**src/rtl/wb_pkg.sv**
```systemverilog
// Shared constants, default widths and packet layout for the writeback stage.
package wb_pkg;

    localparam int unsigned DEF_NUM_UNITS   = 3;
    localparam int unsigned DEF_UNIT_CODE_W = 3;
    localparam int unsigned DEF_REG_ADDR_W  = 6;
    localparam int unsigned DEF_DATA_W      = 64;
    localparam int unsigned DEF_FIFO_DEPTH  = 4;

    // Functional-unit codes.
    localparam logic [DEF_UNIT_CODE_W-1:0] FX     = 3'd0;
    localparam logic [DEF_UNIT_CODE_W-1:0] FP     = 3'd1;
    localparam logic [DEF_UNIT_CODE_W-1:0] LDST   = 3'd2;
    localparam logic [DEF_UNIT_CODE_W-1:0] BRANCH = 3'd3;
    localparam logic [DEF_UNIT_CODE_W-1:0] TRAP   = 3'd4;

    // Writeback packet at the default widths.
    typedef struct packed {
        logic [DEF_UNIT_CODE_W-1:0] code;
        logic                       wb1_en;
        logic [DEF_REG_ADDR_W-1:0]  wb1_addr;
        logic [DEF_DATA_W-1:0]      wb1_data;
        logic                       wb2_en;
        logic [DEF_REG_ADDR_W-1:0]  wb2_addr;
        logic [DEF_DATA_W-1:0]      wb2_data;
    } wb_pkt_t;

endpackage

```
**src/rtl/writeback_arbiter_if.sv**
```systemverilog
// Execution-unit input channels and register-file writeback outputs.
interface writeback_arbiter_if
    import wb_pkg::*;
#(
    parameter int unsigned NUM_UNITS   = DEF_NUM_UNITS,
    parameter int unsigned UNIT_CODE_W = DEF_UNIT_CODE_W,
    parameter int unsigned REG_ADDR_W  = DEF_REG_ADDR_W,
    parameter int unsigned DATA_W      = DEF_DATA_W
);

    logic [NUM_UNITS-1:0]             unit_valid_i;
    logic [NUM_UNITS-1:0]             unit_ready_o;
    logic [NUM_UNITS*UNIT_CODE_W-1:0] unit_code_i;
    logic [NUM_UNITS-1:0]             unit_wb1_en_i;
    logic [NUM_UNITS-1:0]             unit_wb2_en_i;
    logic [NUM_UNITS*REG_ADDR_W-1:0]  unit_wb1_addr_i;
    logic [NUM_UNITS*REG_ADDR_W-1:0]  unit_wb2_addr_i;
    logic [NUM_UNITS*DATA_W-1:0]      unit_wb1_data_i;
    logic [NUM_UNITS*DATA_W-1:0]      unit_wb2_data_i;

    logic                   wb_valid_o;
    logic [UNIT_CODE_W-1:0] wb_unit_code_o;
    logic                   wb1_en_o;
    logic                   wb2_en_o;
    logic [REG_ADDR_W-1:0]  wb1_addr_o;
    logic [REG_ADDR_W-1:0]  wb2_addr_o;
    logic [DATA_W-1:0]      wb1_data_o;
    logic [DATA_W-1:0]      wb2_data_o;
    logic                   fifo_overflow_o;

    // Arbiter side.
    modport slave (
        input  unit_valid_i, unit_code_i, unit_wb1_en_i, unit_wb2_en_i,
        input  unit_wb1_addr_i, unit_wb2_addr_i, unit_wb1_data_i, unit_wb2_data_i,
        output unit_ready_o,
        output wb_valid_o, wb_unit_code_o, wb1_en_o, wb2_en_o,
        output wb1_addr_o, wb2_addr_o, wb1_data_o, wb2_data_o, fifo_overflow_o
    );

    // Execution units and register-file side.
    modport master (
        output unit_valid_i, unit_code_i, unit_wb1_en_i, unit_wb2_en_i,
        output unit_wb1_addr_i, unit_wb2_addr_i, unit_wb1_data_i, unit_wb2_data_i,
        input  unit_ready_o,
        input  wb_valid_o, wb_unit_code_o, wb1_en_o, wb2_en_o,
        input  wb1_addr_o, wb2_addr_o, wb1_data_o, wb2_data_o, fifo_overflow_o
    );

endinterface

```
**src/rtl/wb_channel_fifo.sv**
```systemverilog
// Per-unit synchronous FIFO with sticky overflow detect. A full FIFO refuses
// a push even when it is popped in the same cycle.
module wb_channel_fifo #(
    parameter int unsigned WIDTH = 8,
    parameter int unsigned DEPTH = 4
) (
    input  logic             clock_i,
    input  logic             reset_i,
    input  logic             push_i,
    input  logic             pop_i,
    input  logic [WIDTH-1:0] data_i,
    output logic [WIDTH-1:0] data_o,
    output logic             full_o,
    output logic             empty_o,
    output logic             overflow_o
);

    localparam int unsigned PTR_W = $clog2(DEPTH);
    localparam int unsigned CNT_W = $clog2(DEPTH + 1);

    logic [WIDTH-1:0] mem_q [DEPTH];
    logic [PTR_W-1:0] wr_ptr_q;
    logic [PTR_W-1:0] rd_ptr_q;
    logic [CNT_W-1:0] count_q;
    logic             overflow_q;
    logic             do_push;
    logic             do_pop;

    assign full_o     = (count_q == CNT_W'(DEPTH));
    assign empty_o    = (count_q == '0);
    assign do_push    = push_i && !full_o;
    assign do_pop     = pop_i && !empty_o;
    assign data_o     = mem_q[rd_ptr_q];
    assign overflow_o = overflow_q;

    // Pointers wrap naturally since DEPTH is a power of two.
    always_ff @(posedge clock_i) begin
        if (reset_i) begin
            wr_ptr_q   <= '0;
            rd_ptr_q   <= '0;
            count_q    <= '0;
            overflow_q <= 1'b0;
        end else begin
            if (do_push) wr_ptr_q <= wr_ptr_q + PTR_W'(1);
            if (do_pop)  rd_ptr_q <= rd_ptr_q + PTR_W'(1);
            if (do_push && !do_pop) begin
                count_q <= count_q + CNT_W'(1);
            end else if (!do_push && do_pop) begin
                count_q <= count_q - CNT_W'(1);
            end
            if (push_i && full_o) overflow_q <= 1'b1;
        end
    end

    // Storage needs no reset; occupancy is tracked by count_q.
    always_ff @(posedge clock_i) begin
        if (do_push) mem_q[wr_ptr_q] <= data_i;
    end

endmodule

```
**src/rtl/writeback_arbiter.sv**
```systemverilog
// N-channel writeback stage: per-unit FIFOs drained round-robin, one packet
// per cycle, into registered dual-port register-file writeback outputs.
module writeback_arbiter
    import wb_pkg::*;
#(
    parameter int unsigned NUM_UNITS   = DEF_NUM_UNITS,
    parameter int unsigned UNIT_CODE_W = DEF_UNIT_CODE_W,
    parameter int unsigned REG_ADDR_W  = DEF_REG_ADDR_W,
    parameter int unsigned DATA_W      = DEF_DATA_W,
    parameter int unsigned FIFO_DEPTH  = DEF_FIFO_DEPTH
) (
    input logic                clock_i,
    input logic                reset_i,
    writeback_arbiter_if.slave bus
);

    localparam int unsigned PTR_W = $clog2(NUM_UNITS);

    typedef struct packed {
        logic [UNIT_CODE_W-1:0] code;
        logic                   wb1_en;
        logic [REG_ADDR_W-1:0]  wb1_addr;
        logic [DATA_W-1:0]      wb1_data;
        logic                   wb2_en;
        logic [REG_ADDR_W-1:0]  wb2_addr;
        logic [DATA_W-1:0]      wb2_data;
    } pkt_t;

    localparam int unsigned PKT_W = $bits(pkt_t);

    logic [NUM_UNITS-1:0]            ready;
    logic [NUM_UNITS-1:0]            push;
    logic [NUM_UNITS-1:0]            pop;
    logic [NUM_UNITS-1:0]            full;
    logic [NUM_UNITS-1:0]            empty;
    logic [NUM_UNITS-1:0]            overflow;
    logic [NUM_UNITS-1:0][PKT_W-1:0] heads;

    logic             grant_valid;
    logic [PTR_W-1:0] grant_idx;
    logic [PTR_W-1:0] rr_q;
    logic [PTR_W-1:0] rr_d;
    int               cand;
    pkt_t             grant_pkt;

    logic                   valid_q;
    logic [UNIT_CODE_W-1:0] code_q;
    logic                   wb1_en_q;
    logic                   wb2_en_q;
    logic [REG_ADDR_W-1:0]  wb1_addr_q;
    logic [REG_ADDR_W-1:0]  wb2_addr_q;
    logic [DATA_W-1:0]      wb1_data_q;
    logic [DATA_W-1:0]      wb2_data_q;

    // Ready comes only from registered occupancy; null packets are accepted but not stored.
    assign ready = reset_i ? '0 : ~full;
    assign push  = bus.unit_valid_i & ready & (bus.unit_wb1_en_i | bus.unit_wb2_en_i);

    for (genvar u = 0; u < NUM_UNITS; u++) begin : g_chan
        logic chan_push;
        pkt_t chan_in;

        assign chan_push = push[u];
        assign chan_in   = '{
            code:     bus.unit_code_i[u*UNIT_CODE_W +: UNIT_CODE_W],
            wb1_en:   bus.unit_wb1_en_i[u],
            wb1_addr: bus.unit_wb1_addr_i[u*REG_ADDR_W +: REG_ADDR_W],
            wb1_data: bus.unit_wb1_data_i[u*DATA_W +: DATA_W],
            wb2_en:   bus.unit_wb2_en_i[u],
            wb2_addr: bus.unit_wb2_addr_i[u*REG_ADDR_W +: REG_ADDR_W],
            wb2_data: bus.unit_wb2_data_i[u*DATA_W +: DATA_W]
        };

        wb_channel_fifo #(
            .WIDTH (PKT_W),
            .DEPTH (FIFO_DEPTH)
        ) u_fifo (
            .clock_i    (clock_i),
            .reset_i    (reset_i),
            .push_i     (chan_push),
            .pop_i      (pop[u]),
            .data_i     (chan_in),
            .data_o     (heads[u]),
            .full_o     (full[u]),
            .empty_o    (empty[u]),
            .overflow_o (overflow[u])
        );
    end

    // Round-robin search from rr_q upwards with wrap; scanning offsets high to low
    // leaves the nearest non-empty channel as the grant.
    always_comb begin
        grant_valid = 1'b0;
        grant_idx   = '0;
        cand        = 0;
        for (int i = NUM_UNITS - 1; i >= 0; i--) begin
            cand = int'(rr_q) + i;
            if (cand >= int'(NUM_UNITS)) cand = cand - int'(NUM_UNITS);
            if (!empty[cand]) begin
                grant_valid = 1'b1;
                grant_idx   = PTR_W'(cand);
            end
        end
        pop = '0;
        if (grant_valid) pop[grant_idx] = 1'b1;
        rr_d = rr_q;
        if (grant_valid) begin
            rr_d = (grant_idx == PTR_W'(NUM_UNITS - 1)) ? '0 : grant_idx + PTR_W'(1);
        end
    end

    assign grant_pkt = heads[grant_idx];

    // Pointer and output registers; address/data/code hold when nothing is granted.
    always_ff @(posedge clock_i) begin
        if (reset_i) begin
            rr_q       <= '0;
            valid_q    <= 1'b0;
            code_q     <= '0;
            wb1_en_q   <= 1'b0;
            wb2_en_q   <= 1'b0;
            wb1_addr_q <= '0;
            wb2_addr_q <= '0;
            wb1_data_q <= '0;
            wb2_data_q <= '0;
        end else begin
            rr_q     <= rr_d;
            valid_q  <= grant_valid;
            wb1_en_q <= grant_valid && grant_pkt.wb1_en;
            wb2_en_q <= grant_valid && grant_pkt.wb2_en;
            if (grant_valid) begin
                code_q     <= grant_pkt.code;
                wb1_addr_q <= grant_pkt.wb1_addr;
                wb2_addr_q <= grant_pkt.wb2_addr;
                wb1_data_q <= grant_pkt.wb1_data;
                wb2_data_q <= grant_pkt.wb2_data;
            end
        end
    end

    assign bus.unit_ready_o    = ready;
    assign bus.wb_valid_o      = valid_q;
    assign bus.wb_unit_code_o  = code_q;
    assign bus.wb1_en_o        = wb1_en_q;
    assign bus.wb2_en_o        = wb2_en_q;
    assign bus.wb1_addr_o      = wb1_addr_q;
    assign bus.wb2_addr_o      = wb2_addr_q;
    assign bus.wb1_data_o      = wb1_data_q;
    assign bus.wb2_data_o      = wb2_data_q;
    assign bus.fifo_overflow_o = |overflow;

endmodule

```
**src/flat_wrapper.sv**
```systemverilog
// flat-port wrapper written by rule: the top's interface ports become plain ports
module writeback_arbiter_flat import wb_pkg::*;
#(
    parameter int unsigned NUM_UNITS   = DEF_NUM_UNITS,
    parameter int unsigned UNIT_CODE_W = DEF_UNIT_CODE_W,
    parameter int unsigned REG_ADDR_W  = DEF_REG_ADDR_W,
    parameter int unsigned DATA_W      = DEF_DATA_W,
    parameter int unsigned FIFO_DEPTH  = DEF_FIFO_DEPTH
)
  (clock_i, reset_i, bus_unit_valid_i, bus_unit_code_i, bus_unit_wb1_en_i, bus_unit_wb2_en_i, bus_unit_wb1_addr_i, bus_unit_wb2_addr_i, bus_unit_wb1_data_i, bus_unit_wb2_data_i, bus_unit_ready_o, bus_wb_valid_o, bus_wb_unit_code_o, bus_wb1_en_o, bus_wb2_en_o, bus_wb1_addr_o, bus_wb2_addr_o, bus_wb1_data_o, bus_wb2_data_o, bus_fifo_overflow_o);
  writeback_arbiter_if #(.NUM_UNITS(NUM_UNITS), .UNIT_CODE_W(UNIT_CODE_W), .REG_ADDR_W(REG_ADDR_W), .DATA_W(DATA_W)) bus_i ();
  input logic clock_i;
  input logic reset_i;
  input wire logic [$bits(bus_i.unit_valid_i)-1:0] bus_unit_valid_i;
  input wire logic [$bits(bus_i.unit_code_i)-1:0] bus_unit_code_i;
  input wire logic [$bits(bus_i.unit_wb1_en_i)-1:0] bus_unit_wb1_en_i;
  input wire logic [$bits(bus_i.unit_wb2_en_i)-1:0] bus_unit_wb2_en_i;
  input wire logic [$bits(bus_i.unit_wb1_addr_i)-1:0] bus_unit_wb1_addr_i;
  input wire logic [$bits(bus_i.unit_wb2_addr_i)-1:0] bus_unit_wb2_addr_i;
  input wire logic [$bits(bus_i.unit_wb1_data_i)-1:0] bus_unit_wb1_data_i;
  input wire logic [$bits(bus_i.unit_wb2_data_i)-1:0] bus_unit_wb2_data_i;
  output wire logic [$bits(bus_i.unit_ready_o)-1:0] bus_unit_ready_o;
  output wire logic [$bits(bus_i.wb_valid_o)-1:0] bus_wb_valid_o;
  output wire logic [$bits(bus_i.wb_unit_code_o)-1:0] bus_wb_unit_code_o;
  output wire logic [$bits(bus_i.wb1_en_o)-1:0] bus_wb1_en_o;
  output wire logic [$bits(bus_i.wb2_en_o)-1:0] bus_wb2_en_o;
  output wire logic [$bits(bus_i.wb1_addr_o)-1:0] bus_wb1_addr_o;
  output wire logic [$bits(bus_i.wb2_addr_o)-1:0] bus_wb2_addr_o;
  output wire logic [$bits(bus_i.wb1_data_o)-1:0] bus_wb1_data_o;
  output wire logic [$bits(bus_i.wb2_data_o)-1:0] bus_wb2_data_o;
  output wire logic [$bits(bus_i.fifo_overflow_o)-1:0] bus_fifo_overflow_o;
  assign bus_i.unit_valid_i = bus_unit_valid_i;
  assign bus_i.unit_code_i = bus_unit_code_i;
  assign bus_i.unit_wb1_en_i = bus_unit_wb1_en_i;
  assign bus_i.unit_wb2_en_i = bus_unit_wb2_en_i;
  assign bus_i.unit_wb1_addr_i = bus_unit_wb1_addr_i;
  assign bus_i.unit_wb2_addr_i = bus_unit_wb2_addr_i;
  assign bus_i.unit_wb1_data_i = bus_unit_wb1_data_i;
  assign bus_i.unit_wb2_data_i = bus_unit_wb2_data_i;
  assign bus_unit_ready_o = bus_i.unit_ready_o;
  assign bus_wb_valid_o = bus_i.wb_valid_o;
  assign bus_wb_unit_code_o = bus_i.wb_unit_code_o;
  assign bus_wb1_en_o = bus_i.wb1_en_o;
  assign bus_wb2_en_o = bus_i.wb2_en_o;
  assign bus_wb1_addr_o = bus_i.wb1_addr_o;
  assign bus_wb2_addr_o = bus_i.wb2_addr_o;
  assign bus_wb1_data_o = bus_i.wb1_data_o;
  assign bus_wb2_data_o = bus_i.wb2_data_o;
  assign bus_fifo_overflow_o = bus_i.fifo_overflow_o;
  writeback_arbiter #(.NUM_UNITS(NUM_UNITS), .UNIT_CODE_W(UNIT_CODE_W), .REG_ADDR_W(REG_ADDR_W), .DATA_W(DATA_W), .FIFO_DEPTH(FIFO_DEPTH)) u_core (.clock_i(clock_i), .reset_i(reset_i), .bus(bus_i));
endmodule
```
**config.mk**
```make
export PLATFORM = sky130hd
export DESIGN_NAME = writeback_arbiter_flat
export DESIGN_NICKNAME = d
export VERILOG_FILES = /design/src/rtl/wb_pkg.sv /design/src/rtl/writeback_arbiter_if.sv /design/src/rtl/wb_channel_fifo.sv /design/src/rtl/writeback_arbiter.sv /design/src/flat_wrapper.sv
export SDC_FILE = /design/constraint.sdc
export NUM_CORES = 2
export LEC_CHECK = 0
export ABC_AREA = 1
export ABC_CLOCK_PERIOD_IN_PS = 15000
export CAP_MARGIN = 25
export CORE_ASPECT_RATIO = 2
export CORE_MARGIN = 1
export CORE_UTILIZATION = 40
export CTS_BUF_LIST = sky130_fd_sc_hd__clkbuf_8 sky130_fd_sc_hd__clkbuf_16
export CTS_CLUSTER_DIAMETER = 80
export DETAILED_ROUTE_END_ITERATION = 16
export PLACE_DENSITY = 0.55
export SETUP_SLACK_MARGIN = 0.1
export SYNTH_ARGS = -nofsm -noshare
export SYNTH_HDL_FRONTEND = slang
export SYNTH_SLANG_ARGS = --single-unit
```
**constraint.sdc**
```tcl
create_clock -name clock_i -period 15 [get_ports clock_i]
set_clock_uncertainty 0.05 [all_clocks]
set_input_delay 1.5 -clock clock_i [delete_from_list [all_inputs] [get_ports clock_i]]
set_output_delay 1.5 -clock clock_i [all_outputs]
set_load 0.05 [all_outputs]
```
==> run metrics <==
post-synthesis simple-gate area fraction 0.146; crit path time final 4.94 ns; grt total ovfl 0; num ports 590; Hold Path Class reg2reg; Yosys top cell area share 0.702; first-pass GRT wire length 342 mm; Vias 49500; final hold violations 0; Die Span X 307 um; outcome finished clean; GRT Total Usage 0.251; area share of fa/ha/maj cells after synthesis 0.00367; Final period util 0.329; Initial Util 0.403; initial antenna violation count 69; pwr dens 190 nW/um^2; count of final setup violators 0; Post-Layout Cell Count 9230; Die Ht 612 um; post-synthesis sequential area ratio 0.750; DR iter-0 viols 4130; layout cells sized above 1 0.0566; htree depth 4; Netlist cell types 34; Synth area leader edfxtp_1; Syn. warnings 0; post-detailed-routing wire length 240 mm; fmax 202 MHz; syn_area_per_cell 12.1 um^2; FF+latch count, synth 1918; Crit Path Max Fanout 15; worst vdd ir 266 uV; Post-synth ARST share 0; die area 188000 um^2; Via density 5.36; Worst Tran Pin Value 1.24 ns; Slew Limit Fails 0; Reg2Reg Depth 15; port bufs 589; unrepaired setup endpoints after global routing no; hpwl dp 150 mm; final setup TNS 0 ns; clk sinks 1918; commonest non-fill, non-tap cell in the layout edfxtp_1; Slew HR 0.172; vias in the first global route 48400; drt pass-1 iters 5; nets@finish 7054; Setup CP Type in2out; placed cells 8885; DRT antenna net count 0; Hold Path Depth 2; top cells by area, synth edfxtp_1, nor2_1, o21ai_0; clk_lat worst skew 0.86 ns; synthesis-to-finish area growth 19.0%; leading cell types in the layout, fill and taps excluded edfxtp_1, nor2_1, o21ai_0; Worst setup SP type input port; Worst Setup End Kind output port; core region area 185000 um^2; gpl congestion 0.784; Cells after Synth 6139; arrival time at the worst endpoint 3.39 ns; CTS tree done; max_cap viols 0; site row count 223; ys flop type edfxtp_1; CTS resizes 0; largest net degree at the start of global routing 183; Worst-path clk slew 0.07 ns; Compound-Gate Fraction of Synth Area 0.0742; EDFF count, synth 1740; TritonCTS Buffers 178; CTS Buffer Depth 4; post-synthesis mux area share 0; synthesized cell area 74400 um^2; Data required, critical path 13.45 ns; Post-CTS Setup Bufs 0; leakage 30.3 nW; Routed wire per std cell 26.0 um; CTS root buf clkbuf_16; syn_nets 6599; DRC errors left 0; xor/xnor cell area share of the yosys netlist 0.000706; largest family of logic cells by synthesized area simple AND/OR/NAND/NOR gates; Post-CTS Hold Fix Bufs 0
## path summary, 6_finish.rpt
| check | startpoint | to | slack (ns) |
|---|---|---|---|
| worst max register to register | u_core.rr_q[0]$_SDFFE_PP0N_ | u_core.bus.wb2_data_o[14]$_SDFFE_PP0N_ | 10.66 |
| worst min register to register | u_core.g_chan[2].u_fifo.overflow_o$_SDFFE_PP0P_ | u_core.g_chan[2].u_fifo.overflow_o$_SDFFE_PP0P_ | 0.39 |
| worst max-delay path | reset_i | bus_unit_ready_o[1] | 10.06 |
| worst min-delay path | u_core.g_chan[2].u_fifo.overflow_o$_SDFFE_PP0P_ | u_core.g_chan[2].u_fifo.overflow_o$_SDFFE_PP0P_ | 0.39 |
## cell type report
| type | count | area [um^2] |
|---|---|---|
| fill | 16600 | 96200 |
| sequential | 1918 | 55800 |
| multi-input combinational | 3773 | 16800 |
| timing repair buffer | 672 | 6660 |
| clock buffer | 195 | 4700 |
| tap | 2475 | 3100 |
| clock inverter | 125 | 1120 |
| inverter | 51 | 249 |
| antenna | 21 | 52.6 |
## cells by family (layout without fill, tap and decap cells)
family          after synthesis  in the layout
xor+xnor                      6              6
compound gates             1061           1061
other cells                   0             21
simple gates               2686           2686
buf+inv                     448           1043
flops                      1918           1918
fa+ha+maj                    20             20
## registers in the layout, summed over array words and instances, names as in the netlist, named ones only
name,cells
u_core.bus.wb1_data_o,64
u_core.rr_q,2
u_core.bus.wb2_en_o,1
u_core.g_chan.u_fifo.mem_q,1740
u_core.g_chan.u_fifo.rd_ptr_q,6
u_core.bus.wb_valid_o,1
u_core.bus.wb1_addr_o,6
u_core.g_chan.u_fifo.overflow_o,3
u_core.bus.wb2_data_o,64
u_core.g_chan.u_fifo.wr_ptr_q,6
u_core.bus.wb_unit_code_o,3
u_core.bus.wb1_en_o,1
u_core.g_chan.u_fifo.count_q,9
u_core.bus.wb2_addr_o,6
## critical path, cell delays in order
cell and delay (ns):
clkdlybuf4s50_1 0.40, buf_4 0.21, a21oi_1 0.25, clkdlybuf4s50_1 1.01
## Yosys cell counts, types with 2 or more instances
master	count
edfxtp_1	1740
nor2_1	1478
o21ai_0	880
nand2_1	606
nand3_1	591
clkbuf_1	257
dfxtp_1	178
o22ai_1	145
buf_2	85
inv_1	43
buf_1	41
a21oi_1	27
ha_1	17
buf_4	11
xor2_1	6
inv_2	4
nand2_2	4
buf_6	3
fa_1	3
a31oi_1	2
a32o_1	2
clkinv_1	2
nor2_2	2
o22a_1	2
## per-layer routing
metal,track usage,part of all wire,up-vias
met3,0.0530,0.070,395
met1,0.296,0.38,24700
met4,0.0828,0.033,76
met2,0.451,0.52,1649
met5,0,0.0021,-
li1,-,-,22700
## per-stage QoR
step,utilization,total power [W],setup slack [ns],hold WS (ns),area [um^2]
6_report,0.479,0.0168,10.06,0.394,88500
5_1_grt,0.479,0.0176,9.98,0.407,88500
4_1_cts,0.479,0.0170,10.07,0.394,88400
3_5_place_dp,0.447,0.0125,9.31,0.384,82600
3_3_place_gp,0.447,0.0124,9.32,0.369,82500
2_1_floorplan,-,0.0101,5.59,0.359,74400
## where the power goes
group	leakage, nW	internal (W)	switching (W)
Sequential	17.2	0.00620	0.000313
Combinational	10.1	0.00148	0.00427
Clock	3.00	0.00260	0.00199
Total	30.3	0.0103	0.00657
No activity file was read; power rests on OpenSTA's default activity.
